--- src/rtl/display_scan_ctrl.sv ---
// display_scan_ctrl
//   Time-multiplexed scan controller: several digit positions share one
//   seven-segment decoder. Codes are double-buffered (shadow written by
//   load, active copied from shadow only at frame start), and each digit
//   is shown for SCAN_DIV cycles.
//
//   Optional feature macro: SCAN_BLANK_EN
//     defined   - a BLANK guard of BLANK_CYC all-off cycles precedes every
//                 digit (anti-ghosting).
//     undefined - digits switch directly SHOW -> SHOW; BLANK_CYC is ignored.
//
// Ports
//   clk        system clock, rising edge
//   rst_n      asynchronous active-low reset
//   en         scan enable; low returns to IDLE with all digits off
//   load       one-cycle strobe capturing codes_in/valid_in into shadow
//   codes_in   DIGITS*CODE_W digit codes, digit 0 in the LSBs
//   valid_in   per-digit lit mask
//   code       code to the shared decoder
//   dec_en     decoder enable
//   an_n       active-low digit selects, at most one low
//   frame_done one-cycle pulse with the first cycle of a new frame
//   busy       high whenever the scanner is not IDLE
`timescale 1ns/1ps

module display_scan_ctrl #(
    parameter int DIGITS    = 4,
    parameter int CODE_W    = 3,
    parameter int SCAN_DIV  = 1000,
    parameter int BLANK_CYC = 4
) (
    input  logic                     clk,
    input  logic                     rst_n,
    input  logic                     en,
    input  logic                     load,
    input  logic [DIGITS*CODE_W-1:0] codes_in,
    input  logic [DIGITS-1:0]        valid_in,
    output logic [CODE_W-1:0]        code,
    output logic                     dec_en,
    output logic [DIGITS-1:0]        an_n,
    output logic                     frame_done,
    output logic                     busy
);

    if (DIGITS < 2 || DIGITS > 8 || CODE_W < 1 || SCAN_DIV < 1 || BLANK_CYC < 1) begin : g_param_check
        $error("display_scan_ctrl: illegal parameter value");
    end

    localparam int IDX_W = $clog2(DIGITS);
    localparam int DIV_W = (SCAN_DIV > 1) ? $clog2(SCAN_DIV) : 1;
    localparam logic [IDX_W-1:0] IDX_LAST = IDX_W'(DIGITS - 1);
    localparam logic [DIV_W-1:0] DIV_LAST = DIV_W'(SCAN_DIV - 1);

`ifdef SCAN_BLANK_EN
    localparam int BLK_W = (BLANK_CYC > 1) ? $clog2(BLANK_CYC) : 1;
    localparam logic [BLK_W-1:0] BLK_LAST = BLK_W'(BLANK_CYC - 1);
    typedef enum logic [1:0] {IDLE = 2'd0, BLANK = 2'd1, SHOW = 2'd2} state_t;
    logic [BLK_W-1:0] blk_cnt;
`else
    typedef enum logic [1:0] {IDLE = 2'd0, SHOW = 2'd2} state_t;
`endif

    state_t                    state;
    logic [IDX_W-1:0]          idx;
    logic [DIV_W-1:0]          div_cnt;
    logic [DIGITS*CODE_W-1:0]  shadow_codes, active_codes;
    logic [DIGITS-1:0]         shadow_mask,  active_mask;
    logic                      pending;

    // Bank/index that become current after the present SHOW slot ends.
    logic                      last_digit;
    logic [IDX_W-1:0]          nxt_idx;
    logic [DIGITS*CODE_W-1:0]  nxt_codes;
    logic [DIGITS-1:0]         nxt_mask;

    function automatic logic [CODE_W-1:0] code_at(input logic [DIGITS*CODE_W-1:0] bank,
                                                  input logic [IDX_W-1:0] i);
        return bank[int'(i)*CODE_W +: CODE_W];
    endfunction

    function automatic logic [DIGITS-1:0] sel_at(input logic [DIGITS-1:0] mask,
                                                 input logic [IDX_W-1:0] i);
        logic [DIGITS-1:0] s;
        s    = '1;
        s[i] = ~mask[i];
        return s;
    endfunction

    always_comb begin
        last_digit = (idx == IDX_LAST);
        nxt_idx    = last_digit ? '0 : idx + 1'b1;
        nxt_codes  = active_codes;
        nxt_mask   = active_mask;
        if (last_digit && pending) begin
            nxt_codes = shadow_codes;
            nxt_mask  = shadow_mask;
        end
    end

    always_ff @(posedge clk or negedge rst_n) begin
        if (!rst_n) begin
            state        <= IDLE;
            idx          <= '0;
            div_cnt      <= '0;
`ifdef SCAN_BLANK_EN
            blk_cnt      <= '0;
`endif
            shadow_codes <= '0;
            shadow_mask  <= '0;
            active_codes <= '0;
            active_mask  <= '0;
            pending      <= 1'b0;
            code         <= '0;
            dec_en       <= 1'b0;
            an_n         <= '1;
            frame_done   <= 1'b0;
            busy         <= 1'b0;
        end else begin
            frame_done <= 1'b0;

            // A load in the same cycle as a bank swap keeps pending set, so
            // the swap uses the old shadow and the new data waits a frame.
            if (load) begin
                shadow_codes <= codes_in;
                shadow_mask  <= valid_in;
                pending      <= 1'b1;
            end

            case (state)
                IDLE: begin
                    if (en) begin
                        active_codes <= shadow_codes;
                        active_mask  <= shadow_mask;
                        if (!load) pending <= 1'b0;
                        idx     <= '0;
                        div_cnt <= '0;
                        busy    <= 1'b1;
                        code    <= code_at(shadow_codes, '0);
`ifdef SCAN_BLANK_EN
                        state   <= BLANK;
                        blk_cnt <= '0;
                        dec_en  <= 1'b0;
                        an_n    <= '1;
`else
                        state   <= SHOW;
                        dec_en  <= shadow_mask[0];
                        an_n    <= sel_at(shadow_mask, '0);
`endif
                    end
                end

                default: begin
                    if (!en) begin
                        state   <= IDLE;
                        idx     <= '0;
                        div_cnt <= '0;
`ifdef SCAN_BLANK_EN
                        blk_cnt <= '0;
`endif
                        code    <= '0;
                        dec_en  <= 1'b0;
                        an_n    <= '1;
                        busy    <= 1'b0;
                    end
`ifdef SCAN_BLANK_EN
                    else if (state == BLANK) begin
                        if (blk_cnt == BLK_LAST) begin
                            blk_cnt <= '0;
                            state   <= SHOW;
                            dec_en  <= active_mask[idx];
                            an_n    <= sel_at(active_mask, idx);
                        end else begin
                            blk_cnt <= blk_cnt + 1'b1;
                        end
                    end
`endif
                    else begin
                        if (div_cnt == DIV_LAST) begin
                            div_cnt      <= '0;
                            idx          <= nxt_idx;
                            active_codes <= nxt_codes;
                            active_mask  <= nxt_mask;
                            code         <= code_at(nxt_codes, nxt_idx);
                            if (last_digit) begin
                                frame_done <= 1'b1;
                                if (!load) pending <= 1'b0;
                            end
`ifdef SCAN_BLANK_EN
                            state   <= BLANK;
                            blk_cnt <= '0;
                            dec_en  <= 1'b0;
                            an_n    <= '1;
`else
                            state   <= SHOW;
                            dec_en  <= nxt_mask[nxt_idx];
                            an_n    <= sel_at(nxt_mask, nxt_idx);
`endif
                        end else begin
                            div_cnt <= div_cnt + 1'b1;
                        end
                    end
                end
            endcase
        end
    end

endmodule

--- config.mk ---
export PLATFORM = sky130hd
export DESIGN_NAME = display_scan_ctrl
export DESIGN_NICKNAME = d
export VERILOG_FILES = /design/src/rtl/display_scan_ctrl.sv
export SDC_FILE = /design/constraint.sdc
export NUM_CORES = 1
export LEC_CHECK = 0
export CELL_PAD_IN_SITES_DETAIL_PLACEMENT = 1
export CELL_PAD_IN_SITES_GLOBAL_PLACEMENT = 2
export CORE_MARGIN = 4
export CORE_UTILIZATION = 34
export DETAILED_ROUTE_END_ITERATION = 10
export GPL_ROUTABILITY_DRIVEN = 0
export GPL_TIMING_DRIVEN = 1
export HOLD_SLACK_MARGIN = 0.08
export PLACE_DENSITY = 0.71
export SYNTH_ARGS = -nofsm -noshare
export SYNTH_HDL_FRONTEND = slang
export SYNTH_SLANG_ARGS = --single-unit
--- constraint.sdc ---
create_clock -name clk -period 2 [get_ports clk]
set_clock_uncertainty 0.05 [all_clocks]
set_input_delay 0.6 -clock clk [delete_from_list [all_inputs] [get_ports clk]]
set_output_delay 0.6 -clock clk [all_outputs]
set_load 0.02 [all_outputs]
==> results.cfg, run 1 <==
[final_layout]
nFillCells = 840
final_cells = 384
multiInputGateArea_um2 = 1254
final_core_util_pct = 44.09
diodes = 0
layout_commonest_cell = dfrtp_1
area_growth_pct = 25.26
drive_gt1_share_pct = 30.14
num-nets-final = 308
regArea_um2 = 1408
stdcell_area_um2 = 3425
layout_common_cells = 51 x dfrtp_1, 22 x mux2_2, 22 x buf_4

[clock_tree]
cts_resized = 8
cts-htree-levels = 2
cts_hold_buf = 0
cts_root_buf = clkbuf_8
cts.path.max_buffers = 2
cts_tree = yes
clkTransAtPathRegs_ps = 100
post-cts-setup-buffers = 0
clkLatencyLatePin_ps = 310
cts_inserted_buffers = 5
cts.sinks = 56

[grt]
grt_usage_pct = 13.11
antenna_found_initial = 0
grt_pass1_vias = 1985
grt_pass1_wl_um = 10150
grt_start_max_net_pins = 57
grt_overflow = 0

[routing]
ant_nets = 0
viasPerCell = 5.013
postRouteWirelength_um = 6046
wl_per_cell_um = 15.74
dr.first_iter.drc_count = 53
post-route-drc-count = 0
num_vias = 1925
dr.pass1.iters = 4

[timing]
setup-tns-final_ps = 0
period_share_pct = 96.09
maxSlewViolCount = 0
whs_ps = 209.8
slew-limit-headroom_pct = 74.30
hold_viol = 0
tightestPinTransition_ps = 382.6
setup_slack_ps = 78.30
setup_viol = 0
fmax_mhz = 520.4
rsz0062_at_grt = false
post-route-min-period_ps = 1922

[setup_path]
crit_arrival_ps = 1270
cp_num_buf_inv = 1
path_max_fanout = 2
slowest_delay_ps = 610
cpMaxStageDelayCell = clkdlybuf4s50_1
startpoint = busy
crit_type = reg -> out
start_kind = flop
critical_path.cell_chain = clkdlybuf4s50_1
critPathTopFamily = buffers and inverters
critical_path_required_ps = 1350
worstSetupEndpointType = primary output
reg2reg_from = div_cnt[0]
r2r_setup_slack_ps = 130

[synthesis]
synth.distinct_cells = 46
syn_area_um2 = 2734
syn_avg_cell_area_um2 = 11.89
synth_seq_cells = 56
synth_seq_area_share_pct = 51.44
async_reset_ff_share_pct = 100.0
synth_edf_count = 0
synthesis.nets = 257
yosysWarnings = 0
post_synth_inst_count = 230
synth_flop_cell = dfrtp_1

[place]
port_buffers = 29
dpl.hpwl_um = 4319
dp_cells = 376
placed_area_um2 = 3324
pre_cts_slack_ps = -494.5

[power_and_ir_drop]
leakage_nw = 1.459
vdd_drop_max_uv = 358.9
power.total_mw = 2.931
powerDensity_nw_per_um2 = 855.7

[floorplanning]
die_w_um = 97.67
die_area_um2 = 9539
die_y_um = 97.67
ios = 30
initial_core_util_pct = 35.20
rows = 32
core_um2 = 7767

[min_path]
hp-class = in -> async

[run_status]
outcome = finished, final reports clean

[flow_run]
cap_violations = 0
==> per-layer routing <==
layer	global-route usage [%]	vias to the layer above	routed length [um]
met3	2.728	5	198
met1	18.19	962	2899
met2	20.61	26	2882
li1	-	932	-
met4	3.834	0	65
met5	0	-	0
==> path summary, 6_finish.rpt <==
check	endpoint	depth (start not counted)
setup / recovery	busy	1
hold / removal	div_cnt[6]	2
setup reg to reg	div_cnt[3]	7
hold reg to reg	active_codes[5]	1
max in group asynchronous	an_n[2]	2
min in group clk	active_codes[5]	1
==> synthesized netlist by cell type (all sizes together) (2+ instances only) <==
master | number | share of area (%)
o21ai | 16 | 3.1
clkbuf | 3 | 0.41
inv | 9 | 1.2
xor2 | 3 | 0.96
nand2 | 15 | 2.3
mux2 | 32 | 15
buf | 7 | 2.0
a21oi | 13 | 2.4
nand4 | 2 | 0.46
xnor2 | 2 | 0.64
nor3 | 5 | 0.92
o32ai | 3 | 1.6
nor2 | 18 | 2.5
dfstp | 4 | 3.8
nand4b | 2 | 0.64
ha | 7 | 3.2
mux2i | 5 | 1.8
nand3 | 2 | 0.82
a311oi | 2 | 0.64
dfrtp | 52 | 48
or4 | 2 | 0.55
or3 | 3 | 0.69
nand2b | 3 | 0.69
a31oi | 5 | 1.1
==> cell families (layout without fill, tap and decap cells) <==
family / after synthesis / count (layout) / share of synthesized area [%]
AND/OR/NAND/NOR: 57 / 57 / 11.17
AO/OA/AOI/OAI: 48 / 48 / 11.72
adder cells (fa/ha/maj): 7 / 7 / 3.204
XOR/XNOR: 5 / 5 / 1.602
flip-flops: 56 / 56 / 51.44
buffers and inverters: 19 / 71 / 3.661
multiplexers: 38 / 38 / 17.21
==> layout make-up <==
| type | count | area share (%) |
|---|---|---|
| timing repair buffer | 54 | 14.65 |
| tap | 102 | 3.727 |
| inverter | 9 | 1.060 |
| multi-input combinational | 155 | 36.61 |
| clock inverter | 2 | 0.4384 |
| sequential | 56 | 41.10 |
| clock buffer | 6 | 2.411 |
==> registers in the layout, indices dropped and copies added, names as in the netlist <==
register / flops
state: 1
dec_en: 1
idx: 2
busy: 1
code: 3
active_codes: 12
active_mask: 4
shadow_mask: 4
an_n: 4
div_cnt: 10
frame_done: 1
pending: 1
shadow_codes: 12
==> power by group <==
part	switching (mW)	total (mW)	internal, mW
logic	0.316	0.772	0.456
registers	0.143	1.50	1.36
clock network	0.378	0.659	0.281
total	0.837	2.93	2.09
Note: power is estimated with default switching activity, not from simulation.
==> run 2, diff against run 1 <==
--- a/config.mk
+++ b/config.mk
@@ -9,6 +9,7 @@
 export CELL_PAD_IN_SITES_GLOBAL_PLACEMENT = 2
 export CORE_MARGIN = 4
 export CORE_UTILIZATION = 34
+export CTS_BUF_LIST = sky130_fd_sc_hd__clkbuf_16
 export DETAILED_ROUTE_END_ITERATION = 10
 export GPL_ROUTABILITY_DRIVEN = 0
 export GPL_TIMING_DRIVEN = 1
==> results.cfg, run 2 (synthesis results as in run 1) <==
[setup_path]
critical_path.cell_chain = clkdlybuf4s50_1
reg2reg_to = div_cnt[3]
critical_path_required_ps = 1350
reg2reg_from = div_cnt[0]
slowest_delay_ps = 610
path_max_fanout = 2
cp_num_buf_inv = 1
worstSetupEndpointType = primary output
critPathTopFamily = buffers and inverters
r2r_setup_slack_ps = 130
crit_arrival_ps = 1250
crit_type = reg -> out
rr_worst_depth = 7
cpMaxStageDelayCell = clkdlybuf4s50_1
start_kind = flop

[place]
placed_area_um2 = 3324
pre_cts_slack_ps = -494.5
port_buffers = 29
dpl.hpwl_um = 4319

[grt]
grt_start_max_net_pins = 57
grt_pass1_vias = 1984
grt_overflow = 0
grt_usage_pct = 13.26
grt_pass1_wl_um = 10230
antenna_found_initial = 0

[floorplanning]
core_um2 = 7767
die_area_um2 = 9539
ios = 30
initial_core_util_pct = 35.20
die_w_um = 97.67
die_y_um = 97.67
rows = 32

[power_and_ir_drop]
vdd_drop_max_uv = 365.0
leakage_nw = 1.503
powerDensity_nw_per_um2 = 902.5
clock_power_share_pct = 27.5
power.switching_mw = 0.8599
sequentialPowerShare_pct = 47.9
swShare_pct = 27.43
combPwrFrac_pct = 24.6
p_int_mw = 2.275

[timing]
slew-limit-headroom_pct = 73.07
post-route-min-period_ps = 1898
hold_viol = 0
setup_slack_ps = 101.7
tightestPinTransition_ps = 400.9
rsz0062_at_grt = false
fmax_mhz = 526.8
period_share_pct = 94.92
whs_ps = 240.2
maxSlewViolCount = 0
setup_viol = 0

[final_layout]
top_regs = active_codes x12, shadow_codes x12, div_cnt x10
layout_common_cells = 51 x dfrtp_1, 22 x mux2_2, 22 x buf_4
drive_gt1_share_pct = 29.43
diodes = 0
nFillCells = 838
layout_commonest_cell = dfrtp_1
stdcell_area_um2 = 3473
num-nets-final = 308
area_growth_pct = 27.05
final_core_util_pct = 44.72

[routing]
post-route-drc-count = 0
num_vias = 1922
viasPerCell = 5.005
dr.first_iter.drc_count = 55
wl_per_cell_um = 15.63
postRouteWirelength_um = 6000
ant_nets = 0
dr.pass1.iters = 4

[flow_run]
cap_violations = 0

[clock_tree]
cts-htree-levels = 2
cts.sinks = 56
cts_tree = yes
cts.path.max_buffers = 2
cts_root_buf = clkbuf_16
clkLatencyLatePin_ps = 290
clkTransAtPathRegs_ps = 70
post-cts-setup-buffers = 0
cts_inserted_buffers = 5

[min_path]
hp-class = in -> async

[run_status]
outcome = finished, final reports clean
-- run 2: layout make-up --
type / count / area [um2] / area share (%)
tap: 102 / 127.6 / 3.674
sequential: 56 / 1408 / 40.53
clock inverter: 3 / 18.77 / 0.5403
clock buffer: 5 / 125.1 / 3.602
inverter: 9 / 36.28 / 1.045
multi-input combinational: 155 / 1249 / 35.95
timing repair buffer: 54 / 509.2 / 14.66
-- run 2: per-stage QoR --
stage | TNS, ps | instances | power (mW)
finish | 0 | 384 | 3.135
detailed placement | -7104 | 376 | 2.306
global route | 0 | 384 | 3.338
CTS | 0 | 384 | 3.197
floorplan | 0 | 230 | 1.998
global placement | -6568 | 376 | 2.285
-- run 2: how the worst max path moves through the flow --
stage	endpoint	startpoint	cells past startpoint
3_3_place_gp	div_cnt[7]	en	6
3_5_place_dp	an_n[0]	en	7
6_report	busy	busy	1
2_1_floorplan	div_cnt[7]	en	6
4_1_cts	code[1]	code[1]	1
5_1_grt	div_cnt[3]	div_cnt[0]	7
-- run 2: layer usage --
layer | share of wire, % | track usage, %
met5 | 0 | 0
met4 | 1.5 | 4.153
met3 | 3.5 | 2.943
met2 | 47 | 20.88
met1 | 48 | 18.16
-- run 2: power by group through the flow --
stage	Clock, mW	Sequential, mW	Combinational (mW)
CTS	0.905	1.51	0.787
global placement	0	1.52	0.768
global route	0.955	1.53	0.849
finish	0.862	1.50	0.772
detailed placement	0	1.52	0.781
floorplan	0	1.52	0.475
-- run 2: timing repair --
action                                  in CTS  in global routing
pin swaps                                    0                  0
hold buffers                                 0                  0
resized for setup                            6                  5
endpoints found under the setup margin      15                  5
